===== src/rtl/core_mdu.sv =====
// Iterative RV64 M-extension unit: shift-add multiplier and restoring divider.
// Optional MDU_FAST_PATH_EN lets zero-operand multiplies and special divides skip CALC.
module core_mdu #(
  parameter int XLEN   = 64,
  parameter int CTRL_W = 5
) (
  input  logic              clk,
  input  logic              rst_n,
  input  logic              req_valid_i,
  output logic              req_ready_o,
  input  logic [CTRL_W-1:0] ctrl_i,
  input  logic [XLEN-1:0]   oprd1,
  input  logic [XLEN-1:0]   oprd2,
  input  logic              flush_i,
  output logic              resp_valid_o,
  input  logic              resp_ready_i,
  output logic [XLEN-1:0]   result_o,
  output logic              busy_o
);

  localparam int CW = $clog2(XLEN);
  localparam logic [CW-1:0] LAST = CW'(XLEN - 1);

  localparam logic [CTRL_W-1:0] OP_MUL    = CTRL_W'(5'b10000);
  localparam logic [CTRL_W-1:0] OP_MULH   = CTRL_W'(5'b10001);
  localparam logic [CTRL_W-1:0] OP_MULHSU = CTRL_W'(5'b10011);
  localparam logic [CTRL_W-1:0] OP_DIV    = CTRL_W'(5'b10110);
  localparam logic [CTRL_W-1:0] OP_REM    = CTRL_W'(5'b10101);

  typedef enum logic [1:0] {IDLE, CALC, DONE} state_t;

  state_t              state_q;
  logic [CW-1:0]       cnt_q;
  logic                div_q, rem_q, mullo_q, neg_q, spec_q, div0_q;
  logic [XLEN-1:0]     op1_q, b_q, result_q;
  logic [2*XLEN-1:0]   acc_q;

  logic                in_div, in_rem, in_neg, in_div0, in_ovf;
  logic                neg1, neg2;
  logic [XLEN-1:0]     mag1, mag2;
  logic [XLEN:0]       mul_sum, div_r, div_diff;
  logic                div_ge;
  logic [2*XLEN-1:0]   mul_d, div_d, acc_d, prod;
  logic [XLEN-1:0]     quo, rmd, final_d;

  function automatic logic [XLEN-1:0] special_res(input logic rem, input logic div0,
                                                  input logic [XLEN-1:0] op1);
    if (div0) special_res = rem ? op1 : '1;
    else      special_res = rem ? '0 : op1;
  endfunction

  always_comb begin
    in_div  = ctrl_i[4] & ctrl_i[2];
    in_rem  = in_div & ctrl_i[0];
    neg1    = oprd1[XLEN-1] & ((ctrl_i == OP_MULH) || (ctrl_i == OP_MULHSU) ||
                               (ctrl_i == OP_DIV)  || (ctrl_i == OP_REM));
    neg2    = oprd2[XLEN-1] & ((ctrl_i == OP_MULH) || (ctrl_i == OP_DIV) ||
                               (ctrl_i == OP_REM));
    mag1    = neg1 ? -oprd1 : oprd1;
    mag2    = neg2 ? -oprd2 : oprd2;
    in_neg  = in_rem ? neg1 : (neg1 ^ neg2);
    in_div0 = (oprd2 == '0);
    in_ovf  = ((ctrl_i == OP_DIV) || (ctrl_i == OP_REM)) &&
              (oprd1 == {1'b1, {(XLEN-1){1'b0}}}) && (oprd2 == '1);
  end

  // acc_q holds {partial product, multiplier} or {partial remainder, dividend/quotient}
  always_comb begin
    mul_sum  = {1'b0, acc_q[2*XLEN-1:XLEN]} + (acc_q[0] ? {1'b0, b_q} : '0);
    mul_d    = {mul_sum, acc_q[XLEN-1:1]};
    div_r    = {acc_q[2*XLEN-1:XLEN], acc_q[XLEN-1]};
    div_diff = div_r - {1'b0, b_q};
    div_ge   = ~div_diff[XLEN];
    div_d    = {(div_ge ? div_diff[XLEN-1:0] : div_r[XLEN-1:0]), acc_q[XLEN-2:0], div_ge};
    acc_d    = div_q ? div_d : mul_d;
    prod     = neg_q ? -mul_d : mul_d;
    quo      = div_d[XLEN-1:0];
    rmd      = div_d[2*XLEN-1:XLEN];
    if (!div_q)      final_d = mullo_q ? prod[XLEN-1:0] : prod[2*XLEN-1:XLEN];
    else if (spec_q) final_d = special_res(rem_q, div0_q, op1_q);
    else if (rem_q)  final_d = neg_q ? -rmd : rmd;
    else             final_d = neg_q ? -quo : quo;
  end

  always_ff @(posedge clk) begin
    if (!rst_n) begin
      state_q  <= IDLE;
      cnt_q    <= '0;
      result_q <= '0;
      div_q    <= 1'b0;
      rem_q    <= 1'b0;
      mullo_q  <= 1'b0;
      neg_q    <= 1'b0;
      spec_q   <= 1'b0;
      div0_q   <= 1'b0;
      op1_q    <= '0;
      b_q      <= '0;
      acc_q    <= '0;
    end else if (flush_i) begin
      state_q <= IDLE;
      cnt_q   <= '0;
    end else begin
      case (state_q)
        IDLE: if (req_valid_i) begin
          div_q   <= in_div;
          rem_q   <= in_rem;
          mullo_q <= (ctrl_i == OP_MUL);
          neg_q   <= in_neg;
          spec_q  <= in_div & (in_div0 | in_ovf);
          div0_q  <= in_div0;
          op1_q   <= oprd1;
          cnt_q   <= '0;
          b_q     <= in_div ? mag2 : mag1;
          acc_q   <= {{XLEN{1'b0}}, (in_div ? mag1 : mag2)};
          if (!ctrl_i[4]) begin
            state_q  <= DONE;
            result_q <= '0;
          end
`ifdef MDU_FAST_PATH_EN
          else if (in_div ? (in_div0 | in_ovf) : ((oprd1 == '0) || (oprd2 == '0))) begin
            state_q  <= DONE;
            result_q <= in_div ? special_res(in_rem, in_div0, oprd1) : '0;
          end
`endif
          else begin
            state_q <= CALC;
          end
        end
        CALC: begin
          acc_q <= acc_d;
          cnt_q <= cnt_q + 1'b1;
          if (cnt_q == LAST) begin
            state_q  <= DONE;
            cnt_q    <= '0;
            result_q <= final_d;
          end
        end
        DONE: if (resp_ready_i) state_q <= IDLE;
        default: state_q <= IDLE;
      endcase
    end
  end

  assign req_ready_o  = (state_q == IDLE);
  assign resp_valid_o = (state_q == DONE);
  assign busy_o       = (state_q != IDLE);
  assign result_o     = result_q;

endmodule


===== config.mk =====
export PLATFORM = sky130hd
export DESIGN_NAME = core_mdu
export DESIGN_NICKNAME = d
export VERILOG_FILES = /design/src/rtl/core_mdu.sv
export SDC_FILE = /design/constraint.sdc
export NUM_CORES = 2
export LEC_CHECK = 0
export ABC_AREA = 0
export BUFFER_PORTS_ARGS = -buffer_cell sky130_fd_sc_hd__buf_2
export CAP_MARGIN = 30
export CORE_AREA = 3 3 275 277
export CTS_CLUSTER_SIZE = 40
export DETAILED_ROUTE_END_ITERATION = 8
export DIE_AREA = 0 0 278 280
export PLACE_DENSITY = 0.7
export REMOVE_ABC_BUFFERS = 1
export SETUP_SLACK_MARGIN = 0.15
export SYNTH_ARGS = -nofsm -noshare
export SYNTH_HDL_FRONTEND = slang
export SYNTH_SLANG_ARGS = --single-unit

===== constraint.sdc =====
create_clock -name clk -period 11.11 [get_ports clk]
set_input_delay 1.6665 -clock clk [delete_from_list [all_inputs] [get_ports clk]]
set_output_delay 1.6665 -clock clk [all_outputs]
set_load 0.05 [all_outputs]

==> impl_results.md <==
* Crit-path max cell delay at 0.73 ns
* P&R area growth vs syn at 7.43%
* Top cells by area, synth: dfxtp_1 17%, nand2_1 7.1%, a21oi_1 7.1%
* Grt met2 use at 0.666
* Hold Path Class: register to register
* Hold slack at 0.446 ns
* Seq cells post-synth at 334
* Avg Cell Area, Syn at 6.71 um2
* Hold Vio Cnt, Final at 0
* Max IR drop VDD at 0.000135 V
* RSZ-0062 raised after global routing: no
* Largest net degree at the start of global routing at 122
* Main flop type after synthesis: dfxtp_1
* Netlist cell types at 109
* Placer Congestion at 1.16
* Slew Viols, Final at 0
* Hold_sp: result_o[61]
* Clk buf depth at 3
* Number of synthesized flops with an enable pin at 0
* Layout Skew at 0.0284 ns
* Clock latency on the worst-skew pair at 0.61 ns
* Initial antenna violation count at 10
* DR WL/cell at 29.8 um
* Syn Inst Count at 5791
* CP Class: register to register
* Crit end category: register
* Vias per inst at 7.16
* Initial DRC count at 7833
* H-tree depth at 2
* Post-DP HPWL at 155 mm
* Register area at 0.00670 mm2
* Top cell type by total area after synthesis: dfxtp_1
* Critical path's slowest cell: or4_1
* Core Rows at 99
* Hold path endpoint: result_o[61]
* Data arrival, critical path at 8.81 ns
* Share of cells above drive strength 1 at 0.0924
* Switching share of total power at 0.385
* Worst-path clk slew at 0.06 ns
* R2R Setup Slk at 2.80 ns
* Number of buffers added on ports at 204
* Global-route usage over all layers at 0.484
* Hold_buf cts at 0
* Drt first pass iters at 7
* Post-route antenna net violation count at 0
* Die Footprint at 0.0778 mm2
* GR peak layer: met2
* Critical R2R Capture: result_o[50]
* Max-Cap Viols at 0
* Syn Std Cell Area at 0.0388 mm2
* Leakage power figure at 15.7 nW
* Met3 usage at 0.220
* WP data required at 11.61 ns
* Clk pwr share at 0.371
* WHS Path Cells at 2
* Die height at 280 um
* Power Total at 4.02 mW
* Yosys top cell area share at 0.172
* Nets at 5971
* Layout fillers at 7282
* Post-synth ARST share at 0
* Remaining global-route overflow at 0
* Psw at 1.55 mW
* CTS Buf Count at 42
* IO Pins at 205
* Global-route wire length before repair at 284 mm
* Sequential-to-total area share from yosys stat at 0.172
* Max_slew headroom at 0.139
* Fmax at 120 MHz
* CTS tree: built
* Warnings from Yosys at 0
* Vias at 47917
* Sink Count at 334
* Tmin final at 8.31 ns
* DRT Wirelength at 199 mm
* Combinational Power Share at 0.299
* Reg2reg start: acc_q[63]
* CP most frequent cell: a21oi_1
* GR Util met1 at 0.626
* Cts repair resizes at 0
* Root Buffer: clkbuf_16
* CP max FO at 19
* Final setup viols at 0
* Die width at 278 um
* CP startpoint: acc_q[63]
* Reg2Reg Depth at 25
* Cell Int Power at 2.47 mW
* Vias in the first global route at 42383
* Startpoint class of the critical path: register
* Power Dens Cells at 96.3 mW/mm2
* Status: finished, final reports clean
* Initial Util at 0.531
* Remaining DRCs at 0
* Core area at 0.0731 mm2
* Sequential Power Share at 0.329
* Period utilisation layout at 0.748
* Slew @ Worst Pin at 1.26 ns
* Post-CTS Repair Setup Buffers at 0
* Area used by multi-input combinational logic at 0.0300 mm2
placed cells by master (no fill, tap or decap), types with 39 or more instances in the layout:
master,n
nand4_1,104
o21ai_0,447
nor3_1,176
ha_1,135
a31oi_1,58
a22oi_1,75
nor4_1,70
clkbuf_16,43
dfxtp_1,329
and2_1,45
mux2i_1,141
a21oi_1,550
nand3_1,114
a21o_1,56
buf_4,104
xor2_1,140
xnor2_1,180
a211oi_1,89
nor2_1,639
or4_1,39
or3_1,81
o31ai_1,83
nand2_1,736
inv_1,117
o211ai_1,157
buf_2,212
flip-flops by register name (all words and copies together) (netlist names):
name      cells
neg_q         1
result_o     64
state_q       2
acc_q       128
div0_q        1
spec_q        1
div_q         1
b_q          64
rem_q         1
op1_q        64
mullo_q       1
cnt_q         6
final cells by class:
class,count,share of cell area
Tap cell,959,0.0288
Timing Repair Buffer,322,0.0459
Clock buffer,57,0.0290
Multi-Input combinational cell,4871,0.719
Clock inverter,19,0.00561
Inverter,125,0.0114
Sequential cell,334,0.161
Antenna cell,2,0.000120
how the worst max path moves through the flow:
stage	endpoint	depth (start not counted)
detailed placement	result_o[58]	24
global route	result_o[50]	25
global placement	result_o[58]	24
CTS	result_o[58]	24
finish	result_o[50]	25
floorplan	result_o[58]	22
Yosys cell counts (30+ instances only):
library cell  number
o21a_1            33
o21ai_0          447
and3_1            38
nand3_1          114
a22oi_1           75
xor2_1           140
o31ai_1           83
o22ai_1           32
or3_1             81
inv_1            123
o41ai_1           33
o211ai_1         157
a211oi_1          89
or4_1             39
buf_1             36
ha_1             135
nor3_1           176
a31oi_1           58
nor2_1           643
a21oi_1          552
mux2i_1          142
clkbuf_1         401
nand2b_1          37
nand2_1          737
dfxtp_1          334
nor4_1            71
nand4_1          104
maj3_1            30
xnor2_1          180
and2_1            46
a21o_1            56
or2_2             36
metrics by stage:
step	std cells	area (um2)	worst slack (ns)	util	TNS (ns)
floorplan	5330	37100	-1.68	-	-35.84
global placement	6598	40200	3.34	0.550	0
detailed placement	6605	40200	3.09	0.551	0
CTS	6681	41700	3.00	0.570	0
global route	6688	41700	2.44	0.571	0
finish	6689	41700	2.80	0.571	0
critical path, delay by kind of cell (launching register included):
family / cells / cell delay, ns
AOI/OAI and AO/OA: 9 / 2.08
muxes: 1 / 0.71
DFF: 1 / 0.51
buffers and inverters: 3 / 0.66
xor gates and xnor gates: 1 / 0.21
adders and majority gates: 3 / 1.02
and+or+nand+nor: 8 / 2.99
metal layers:
layer / wire length, um / vias to the layer above
met2: 76300 / 3541
li1: - / 21253
met4: 13700 / 6
met5: 38 / -
met3: 33800 / 686
met1: 75700 / 22431
power by group through the flow:
stage / Combinational (mW) / Sequential [mW] / Clock [mW]
finish: 1.20 / 1.32 / 1.49
detailed placement: 1.12 / 1.34 / 0
CTS: 1.13 / 1.32 / 1.48
global placement: 1.12 / 1.34 / 0
floorplan: 0.716 / 1.33 / 0
global route: 1.26 / 1.33 / 1.52
logic make-up (layout without fill, tap and decap cells):
group | Yosys count | after routing | synth area share
other cells | 0 | 2 | 0
simple gates | 2253 | 2253 | 0.274
flops | 334 | 334 | 0.172
xor+xnor | 320 | 320 | 0.0722
mux | 171 | 171 | 0.0462
fa+ha+maj | 167 | 167 | 0.0523
compound gates | 1960 | 1960 | 0.326
buf+inv | 586 | 523 | 0.0581
Power figures use the tool's default switching activity.
